`src/rtl/euler_result_writeback_pkg.sv`:
```
// Shared definitions for the Euler result writeback stage: FSM encoding and default widths.
package euler_result_writeback_pkg;

  localparam int ADD_SIZE_DEF  = 16;
  localparam int DATA_SIZE_DEF = 16;

  typedef enum logic [1:0] {
    ST_IDLE  = 2'd0,
    ST_RUN   = 2'd1,
    ST_DONE  = 2'd2,
    ST_ERROR = 2'd3
  } wb_state_e;

endpackage

```
`src/rtl/euler_result_writeback_fifo.sv`:
```
// wb_fifo: synchronous DEPTH-entry FIFO with head-data output; storage itself is not reset.
module wb_fifo #(
  parameter int DEPTH = 4,
  parameter int PTR_W = 2,
  parameter int W     = 32
) (
  input  logic             clk,
  input  logic             rst,
  input  logic             flush,
  input  logic             push,
  input  logic             pop,
  input  logic [W-1:0]     wdata,
  output logic [W-1:0]     rdata,
  output logic [PTR_W:0]   count,
  output logic             full,
  output logic             empty
);

  logic [W-1:0]     mem_q [DEPTH];
  logic [PTR_W-1:0] wr_ptr_q, rd_ptr_q;
  logic [PTR_W:0]   count_q, count_d;

  always_comb begin
    count_d = count_q;
    case ({push, pop})
      2'b10:   count_d = count_q + (PTR_W+1)'(1);
      2'b01:   count_d = count_q - (PTR_W+1)'(1);
      default: count_d = count_q;
    endcase
  end

  always_ff @(posedge clk) begin
    if (push) mem_q[wr_ptr_q] <= wdata;
  end

  // Pointers wrap naturally because DEPTH is a power of two.
  always_ff @(posedge clk) begin
    if (rst || flush) begin
      wr_ptr_q <= '0;
      rd_ptr_q <= '0;
      count_q  <= '0;
    end else begin
      if (push) wr_ptr_q <= wr_ptr_q + PTR_W'(1);
      if (pop)  rd_ptr_q <= rd_ptr_q + PTR_W'(1);
      count_q <= count_d;
    end
  end

  assign rdata = mem_q[rd_ptr_q];
  assign count = count_q;
  assign full  = (count_q == (PTR_W+1)'(DEPTH));
  assign empty = (count_q == '0);

endmodule

```
`src/rtl/euler_result_writeback.sv`:
```
// Buffers (result, address) pairs and drains them to state memory; optional stall counter via WB_STALL_CNT_EN.
module euler_result_writeback
  import euler_result_writeback_pkg::*;
#(
  parameter int ADD_SIZE  = ADD_SIZE_DEF,
  parameter int DATA_SIZE = DATA_SIZE_DEF,
  parameter int DEPTH     = 4,
  parameter int PTR_W     = 2
) (
  input  logic                 clk,
  input  logic                 rst,
  input  logic                 start,
  input  logic                 result_stored,
  input  logic [DATA_SIZE-1:0] result_saved,
  input  logic [ADD_SIZE-1:0]  pc_saved,
  input  logic                 euler_finish,
  input  logic                 euler_error,
  output logic                 mem_wr_en,
  output logic [ADD_SIZE-1:0]  mem_wr_addr,
  output logic [DATA_SIZE-1:0] mem_wr_data,
  input  logic                 mem_ack,
  output logic [PTR_W:0]       fifo_count,
  output logic                 wb_done,
  output logic                 wb_error
`ifdef WB_STALL_CNT_EN
  ,output logic [15:0]         stall_cycles
`endif
);

  localparam int EW = ADD_SIZE + DATA_SIZE;

  wb_state_e       state_q;
  logic            wb_done_q, wb_error_q;
  logic            fifo_full, fifo_empty;
  logic [EW-1:0]   head;
  logic            pop, overflow, to_error, push_ok, flush;

  assign pop      = mem_wr_en && mem_ack;
  assign overflow = result_stored && (state_q != ST_ERROR) && fifo_full && !pop;
  assign to_error = euler_error || overflow;
  assign push_ok  = result_stored && (state_q != ST_ERROR) && !to_error && (!fifo_full || pop);
  assign flush    = to_error || (state_q == ST_ERROR);

  wb_fifo #(
    .DEPTH (DEPTH),
    .PTR_W (PTR_W),
    .W     (EW)
  ) u_fifo (
    .clk   (clk),
    .rst   (rst),
    .flush (flush),
    .push  (push_ok),
    .pop   (pop),
    .wdata ({pc_saved, result_saved}),
    .rdata (head),
    .count (fifo_count),
    .full  (fifo_full),
    .empty (fifo_empty)
  );

  always_ff @(posedge clk) begin
    if (rst) begin
      state_q    <= ST_IDLE;
      wb_done_q  <= 1'b0;
      wb_error_q <= 1'b0;
    end else if (to_error) begin
      state_q    <= ST_ERROR;
      wb_done_q  <= 1'b0;
      wb_error_q <= 1'b1;
    end else begin
      case (state_q)
        ST_IDLE: begin
          if (result_stored) begin
            state_q <= ST_RUN;
          end else if (euler_finish && fifo_empty) begin
            state_q   <= ST_DONE;
            wb_done_q <= 1'b1;
          end
        end
        ST_RUN: begin
          if (euler_finish && fifo_empty && !result_stored) begin
            state_q   <= ST_DONE;
            wb_done_q <= 1'b1;
          end
        end
        ST_DONE: begin
          if (start) begin
            state_q   <= ST_IDLE;
            wb_done_q <= 1'b0;
          end else if (result_stored) begin
            state_q   <= ST_RUN;
            wb_done_q <= 1'b0;
          end
        end
        default: begin
          if (start) begin
            state_q    <= ST_IDLE;
            wb_error_q <= 1'b0;
          end
        end
      endcase
    end
  end

  // Head is masked when no request is pending so the bus reads zero after reset.
  assign mem_wr_en                  = !fifo_empty && (state_q != ST_ERROR);
  assign {mem_wr_addr, mem_wr_data} = mem_wr_en ? head : '0;
  assign wb_done                    = wb_done_q;
  assign wb_error                   = wb_error_q;

`ifdef WB_STALL_CNT_EN
  logic [15:0] stall_q;

  always_ff @(posedge clk) begin
    if (rst || start) begin
      stall_q <= '0;
    end else if (mem_wr_en && !mem_ack && (stall_q != 16'hFFFF)) begin
      stall_q <= stall_q + 16'd1;
    end
  end

  assign stall_cycles = stall_q;
`endif

endmodule

```
`config.mk`:
```
export PLATFORM = sky130hd
export DESIGN_NAME = euler_result_writeback
export DESIGN_NICKNAME = d
export VERILOG_FILES = /design/src/rtl/euler_result_writeback_pkg.sv /design/src/rtl/euler_result_writeback_fifo.sv /design/src/rtl/euler_result_writeback.sv
export SDC_FILE = /design/constraint.sdc
export NUM_CORES = 1
export LEC_CHECK = 0
export ABC_AREA = 1
export BUFFER_PORTS_ARGS = -buffer_cell sky130_fd_sc_hd__buf_4
export CAP_MARGIN = 20
export CORE_ASPECT_RATIO = 0.6
export CORE_MARGIN = 1.5
export CORE_UTILIZATION = 61
export CTS_CLUSTER_DIAMETER = 120
export DETAILED_ROUTE_END_ITERATION = 8
export GPL_TIMING_DRIVEN = 0
export PLACE_DENSITY = 0.85
export RECOVER_POWER = 25
export SYNTH_ARGS = -nofsm -noshare
export SYNTH_HDL_FRONTEND = slang
export SYNTH_SLANG_ARGS = --single-unit
export TNS_END_PERCENT = 50
```
`constraint.sdc`:
```
create_clock -name clk -period 5.23 [get_ports clk]
set_input_delay 0.7845 -clock clk [delete_from_list [all_inputs] [get_ports clk]]
set_output_delay 0.7845 -clock clk [all_outputs]
set_load 0.05 [all_outputs]
```
==> metrics list, run 1 <==
* Post-route cell area: 0.00713 mm2
* Final slew viol count: 0
* Clock latency on the worst-skew pair: 0.42 ns
* DRC errors left: 0
- Leakage Power: approximately 2.6 nW
- The worst setup path is launched from a flip-flop.
- Among all cell types in the netlist, the one instantiated most often is nor2_1.
- In this run, synthesis produced a sequential element count of between 100 and 150.
- CP max-delay cell: dfxtp_1
- Counting both buffers and inverters, the worst setup path holds a total of 3.
- Final design utilization: 0.776
- Routability-driven placement finished with a final weighted congestion of 0.861.
* Vias in the first global route: 3973
- Synthesis-to-finish area growth: 23.5%
- Worst Hold Class: flip-flop to flip-flop
- In the synthesized netlist the async set-or-reset flop fraction comes to 0.
- The most used flip-flop cell after synthesis is edfxtp_1.
- Clk sink count: roughly 140
- The initialized floorplan defines 27 standard-cell rows.
- Status: finished, final reports clean
- Sum of net half-perimeters after detailed placement: about 8.1 mm
* Vias after detailed routing: approximately 4100
- Yosys printed 0 warnings.
- All-layer global routing usage: 0.273
- Crit path time final: 2.91 ns
- Via density per instance: 5.67
* CTS H-tree depth: 4
* Count of inserted antenna diode cells: 0
- Of all nets on the critical path, the largest fanout is 10.
- Power density over cell area: 371 mW/mm2
* TritonCTS clock tree: done
* Post-synth EDFFs: 128
* Final number of setup-violating endpoints: 0
* Worst setup skew after layout: ~0.0075 ns
- Die Span Y: 78.4 um
- Effective utilization at floorplan: 0.629
- The final layout contains 637 nets.
- Final clock period utilization by the worst path: 0.557
- Entering global routing, the biggest net connects 22 pins.
* Global-route wire length before repair: 20.1 mm
* Number of hold violations in the final report: 0
* Overflow left after global routing: 0
- Capturing element type of the critical path: output port
- For this design the top-level I/O count stands at 77.
* Final routed wirelength across all metal layers: 12.9 mm
- Share of layout cells above drive strength 1: 0.195
- The count of nets left with antenna violations once routing finished came out at 0.
- In this run the cell area of the synthesized design comes to between 0.005 and 0.006 mm2.
* Drt wl/cell: around 18 um
- Port bufs: between 70 and 80
- Path type of the worst setup path: flip-flop to output port
- The die covers 0.0101 mm2.
- Area after DPL: 0.00665 mm2
* Synth top cells by count: nor2_1 (143), edfxtp_1 (128), o21ai_0 (66)
* Count of mapped cells out of synthesis: 489
- Number of violations reported at the end of detailed-routing iteration 0: 494
- Clock-pin slew was measured on the worst setup and hold paths at 0.06 ns.
- The kind of cell with the highest combined delay along the critical path is buffers and inverters.
- Post-synthesis average cell area: between 10 and 15 um2
- Synth Net Count: 538
* Cell chosen for the clock root: clkbuf_16
* Required @ worst endpoint: 4.45 ns
* Worst Max-Slew Pin Slew: just under 0.6 ns
* Top post-synthesis cells by area: edfxtp_1 (67%), nor2_1 (9.3%), o21ai_0 (5.7%)
- Counting along the longest clock path gives a buffer depth of 2.
- The die is 129 um wide.
- Slew Limit Headroom: 0.611
* Cells resized by post-CTS repair: 0
- Yosys top cell area share: 0.665
- VDD sags by at most 0.000283 V.
- The first detailed-routing pass took 5 iterations.
* Post-synth top area cell: edfxtp_1
- Worst-path cell chain: buf_2 > buf_2 > nor2_1 > nor2_1 > o21ai_0 > a21oi_1 > buf_4
- Count of hold buffers inserted by post-cts repair: 0
* Count of different cell masters after synthesis: 27
* Peak clock frequency supported by timing: 0.343 GHz
- Number of clock buffers inserted by TritonCTS: 17
- Max-cap violations in this run came to 0.
- Setup TNS: 0 ns
- Number of filler cells placed in the layout: 570
* Initial antenna violation count: 0
- Crit path DAT: ~2.1 ns
- Largest incremental delay on the critical path: 0.34 ns
- Of the synthesized area, sequential elements account for 0.710.
- Floorplan Core Area: 0.00919 mm2
* Post-CTS setup buffer count: 0
- Unrepaired setup endpoints after global routing: false
## worst paths after layout
kind / slack [ns] / end / cells after the start / from
max: 2.32 / mem_wr_addr[3] / 7 / flip-flop
min reg2reg: 0.50 / wb_done / 2 / wb_done
max reg2reg: 2.70 / u_fifo.count[2] / 12 / state_q[0]
min: 0.50 / wb_done / 2 / wb_done
## flip-flops by register name (all words and copies together), names as in the netlist, named ones only
signal,flops
u_fifo.mem_q,128
u_fifo.count,3
state_q,2
u_fifo.rd_ptr_q,2
u_fifo.wr_ptr_q,2
wb_done,1
wb_error,1
## through the flow
step           setup slack (ns)  total power [W]  hold slack (ns)  std cells
2_1_floorplan              2.13          0.00142            0.473        489
3_3_place_gp               1.11          0.00150            0.456        695
3_5_place_dp               2.57          0.00151            0.486        699
4_1_cts                    2.33          0.00266            0.498        731
5_1_grt                    2.21          0.00272            0.542        731
6_report                   2.32          0.00265            0.500        731
## placed cells by master (no fill, tap or decap), types with 13 or more instances in the layout
master     count
a21oi_1       39
buf_2         14
buf_4         52
clkbuf_1      31
clkbuf_16     17
dfxtp_1       13
edfxtp_1     128
inv_1         21
nand2_1       13
nor2_1       139
o21ai_0       66
## final cells by class
type / count / area, um2 / share of cell area
flip-flops and latches: 141 / 4100 / 0.575
inverters: 23 / 88.8 / 0.0125
well taps: 130 / 163 / 0.0228
clock inverters: 15 / 148 / 0.0207
multi-input cells: 302 / 1510 / 0.212
clock buffers: 17 / 425 / 0.0596
plain buffers: 23 / 104 / 0.0146
repair buffers: 80 / 591 / 0.0828
## worst register-to-register path: stages, from the launching register on
cell	delay (ns)
dfxtp_1	0.44
ha_1	0.26
inv_4	0.08
nand2_1	0.14
nor2_4	0.07
a21oi_4	0.20
nand2_4	0.15
ha_1	0.25
fa_1	0.39
a21oi_1	0.13
o21ai_0	0.11
xor2_1	0.15
nor2_1	0.10
## layer usage
metal  vias to the layer above  part of all wire  track usage
met5                         -                 0            0
met4                         0             0.013       0.0955
met3                        20             0.081       0.0634
met2                       224              0.49        0.443
met1                      1989              0.41        0.370
li1                       1909                 -            -
## power by group
group	switching (W)	internal (W)	total [W]	leakage (nW)
registers	0.0000119	0.00126	0.00127	1.27
logic	0.000149	0.0000672	0.000216	1.11
clock network	0.000464	0.000698	0.00116	0.269
total	0.000625	0.00202	0.00265	2.64
## cells by family (layout without fill, tap and decap cells)
family / Yosys count / count (layout) / share of synthesized area
compound gates: 111 / 111 / 0.0992
xor+xnor: 4 / 4 / 0.00606
fa+ha+maj: 10 / 10 / 0.0230
buf+inv: 46 / 158 / 0.0334
flops: 141 / 141 / 0.710
simple gates: 177 / 177 / 0.128
Note: power is estimated with default switching activity, not from simulation.
==> inputs of run 2 (changes only) <==
--- a/config.mk
+++ b/config.mk
@@ -10,11 +10,11 @@
 export CAP_MARGIN = 20
 export CORE_ASPECT_RATIO = 0.6
 export CORE_MARGIN = 1.5
-export CORE_UTILIZATION = 61
+export CORE_UTILIZATION = 57
 export CTS_CLUSTER_DIAMETER = 120
 export DETAILED_ROUTE_END_ITERATION = 8
 export GPL_TIMING_DRIVEN = 0
-export PLACE_DENSITY = 0.85
+export PLACE_DENSITY = 0.8
 export RECOVER_POWER = 25
 export SYNTH_ARGS = -nofsm -noshare
 export SYNTH_HDL_FRONTEND = slang
==> constraint.sdc (replaced) <==
create_clock -name clk -period 3 [get_ports clk]
set_input_delay 0.45 -clock clk [delete_from_list [all_inputs] [get_ports clk]]
set_output_delay 0.45 -clock clk [all_outputs]
set_load 0.05 [all_outputs]
==> metrics list, run 2 (synthesis gave the netlist of run 1 again) <==
- Sum of net half-perimeters after detailed placement: 7.85 mm
- The floorplan step set the die height to 81.0 um.
- Die boundary width: 133 um
* Vias after detailed routing: 4038
* Final routed wirelength across all metal layers: 13.0 mm
* Effective utilization at floorplan: 0.587
- 77 I/O pins were placed.
* Residual antenna-violating net count after detailed routing: 0
- In this design, the stage delay of the slowest critical-path cell is about 0.44 ns.
- Clock-pin slew was measured on the worst setup and hold paths at 0.06 ns.
* Number of flip-flops under the largest register name: approximately 130
* Clock latency on the worst-skew pair: 0.42 ns
- Post-route cell area: 0.00720 mm2
- The detailed router put a total of 5.64 mm of wire on met1.
* Number of violations reported at the end of detailed-routing iteration 0: about 370
- Worst-path cell chain: ha_1 > inv_4 > nand2_1 > nor2_4 > a21oi_4 > nand2_4 > ha_1 > fa_1 > a21oi_1 > o21ai_0 > xor2_1 > nor2_1
* Routability cong.: 0.857
- Summed over all cells, the static leakage comes to roughly 2.7 nW.
* Cell chosen for the clock root: clkbuf_16
- In this run the worst path has a maximum fanout of 8.
* Count of hold buffers inserted by post-cts repair: 0
- Largest net degree at the start of global routing: 25
- Capturing element type of the critical path: flip-flop
* Peak clock frequency supported by timing: 0.392 GHz
- TritonCTS built the clock tree.
* Final clock period utilization by the worst path: 0.851
* DRC errors left: 0
* Crit path DAT: 2.90 ns
- Post-CTS setup buffer count: 0
- Top layer reached by signal wires: met4
- All-layer global routing usage: 0.252
- Before CTS, the worst setup slack after placement is 0.477 ns.
- Measured on the finished design, the core utilization comes to 0.731.
- Floorplan Core Area: 0.00984 mm2
- Across all setup checks in the final design, the least slack found is 0.448 ns.
* Initial antenna violation count: 0
- Clk sink count: between 100 and 150
- Subtracting the final worst setup slack from the clock period gives 2.55 ns.
- Once the clock tree was built, the resizer swapped 0 gates to a different size.
* Final number of setup-violating endpoints: 0
- Required @ worst endpoint: 3.35 ns
* Port bufs: 76
- The number of endpoints with negative hold slack in the final report was 0.
* Most frequent cells in the layout: nor2_1 (139), edfxtp_1 (128), o21ai_0 (66), buf_4 (54), a21oi_1 (39)
- Setup TNS: 0 ns
- Area after DPL: between 0.006 and 0.007 mm2
* Number of violations of the max-capacitance limit: 0
- Status: finished, final reports clean
- Count of inserted antenna diode cells: 0
- Clock skew on the completed layout was measured at 0.00710 ns.
* CP max-delay cell: dfxtp_1
- In this design, the critical path's most frequently occurring cell is ha_1.
* Number of rows created at floorplan: 28
* Length of the first detailed-routing pass in iterations: 5
- Path type of the worst setup path: flip-flop to flip-flop
- Worst Hold Class: input port to flip-flop
- Register with the highest flop count: u_fifo.mem_q
* Drt wl/cell: 17.7 um
* Worst setup SP type: flip-flop
- Setup repair after global routing left no endpoint under its margin.
- Global-route wire length before repair: 19.8 mm
* Share of layout cells above drive strength 1: 0.198
* Met3 wire length: approximately 960 um
* Number of clock buffers inserted by TritonCTS: 17
* Worst reg2reg setup slack: 0.45 ns
* CTS H-tree depth: 4
- Most frequent standard cell in the layout excluding fill and tap cells: nor2_1
* Final slew viol count: 0
- At the end of the flow, the number of nets in the layout was 637.
* WL met2: 6.29 mm
- Synthesis-to-finish area growth: 24.6%
* Hold Path Depth: 1
- Overflow left after global routing: 0
- Power density over cell area: just under 700 mW/mm2
- Count of cells along the worst register-to-register path: 12
- Die area: 0.0108 mm2
* Peak supply drop: 0.000469 V
- Vias in the first global route: around 4000
* Worst Max-Slew Pin Slew: 0.601 ns
- Via density per instance: about 5.5
- The worst pin sits at a relative slew slack of 0.600.
- CTS max path bufs: 2
## run 2: cell count changes in the layout (fill, tap and decap cells not counted), moves of 2 or more
cell,before,now
clkinv_2,4,1
inv_6,2,0
buf_12,0,3
buf_4,52,54
bufinv_16,2,5
clkinv_4,1,3
buf_16,4,1
## run 2: routing by layer
metal / vias to the layer above / track usage
li1: 1902 / -
met1: 1939 / 0.324
met2: 185 / 0.424
met3: 12 / 0.0605
met4: 0 / 0.102
met5: - / 0
## run 2: through the flow
stage / hold slack, ns / power, W / std cells
after floorplan: 0.473 / 0.00248 / 489
after global routing: 0.239 / 0.00500 / 736
after detailed placement: 0.480 / 0.00263 / 704
after global placement: 0.461 / 0.00261 / 700
final: 0.249 / 0.00486 / 736
after CTS: 0.223 / 0.00489 / 736
## run 2: critical path, delay by kind of cell, from the launching register on
family / cells / cell delay (ns)
adders and majority gates: 3 / 0.90
and+or+nand+nor: 4 / 0.48
AOI/OAI and AO/OA: 3 / 0.45
DFF: 1 / 0.44
xor gates and xnor gates: 1 / 0.15
buffers and inverters: 1 / 0.08
## run 2: path summary, 6_finish.rpt
| kind | endpoint | from |
|---|---|---|
| max reg2reg | u_fifo.count[2] | state_q[1] |
| max | u_fifo.count[2] | state_q[1] |
| min | u_fifo.mem_q[0][2] | result_saved[2] |
| min reg2reg | wb_done | wb_done |
## run 2: cell type report
type / count / area, um2
sequential: 141 / 4100
fill: 669 / 2640
multi-input combinational: 302 / 1510
timing repair buffer: 80 / 576
clock buffer: 18 / 429
clock inverter: 14 / 219
tap: 135 / 169
buffer: 23 / 104
inverter: 23 / 88.8
## run 2: power breakdown
group	internal, W	switching, W
Sequential	0.00219	0.0000215
Combinational	0.000116	0.000257
Clock	0.00148	0.000795
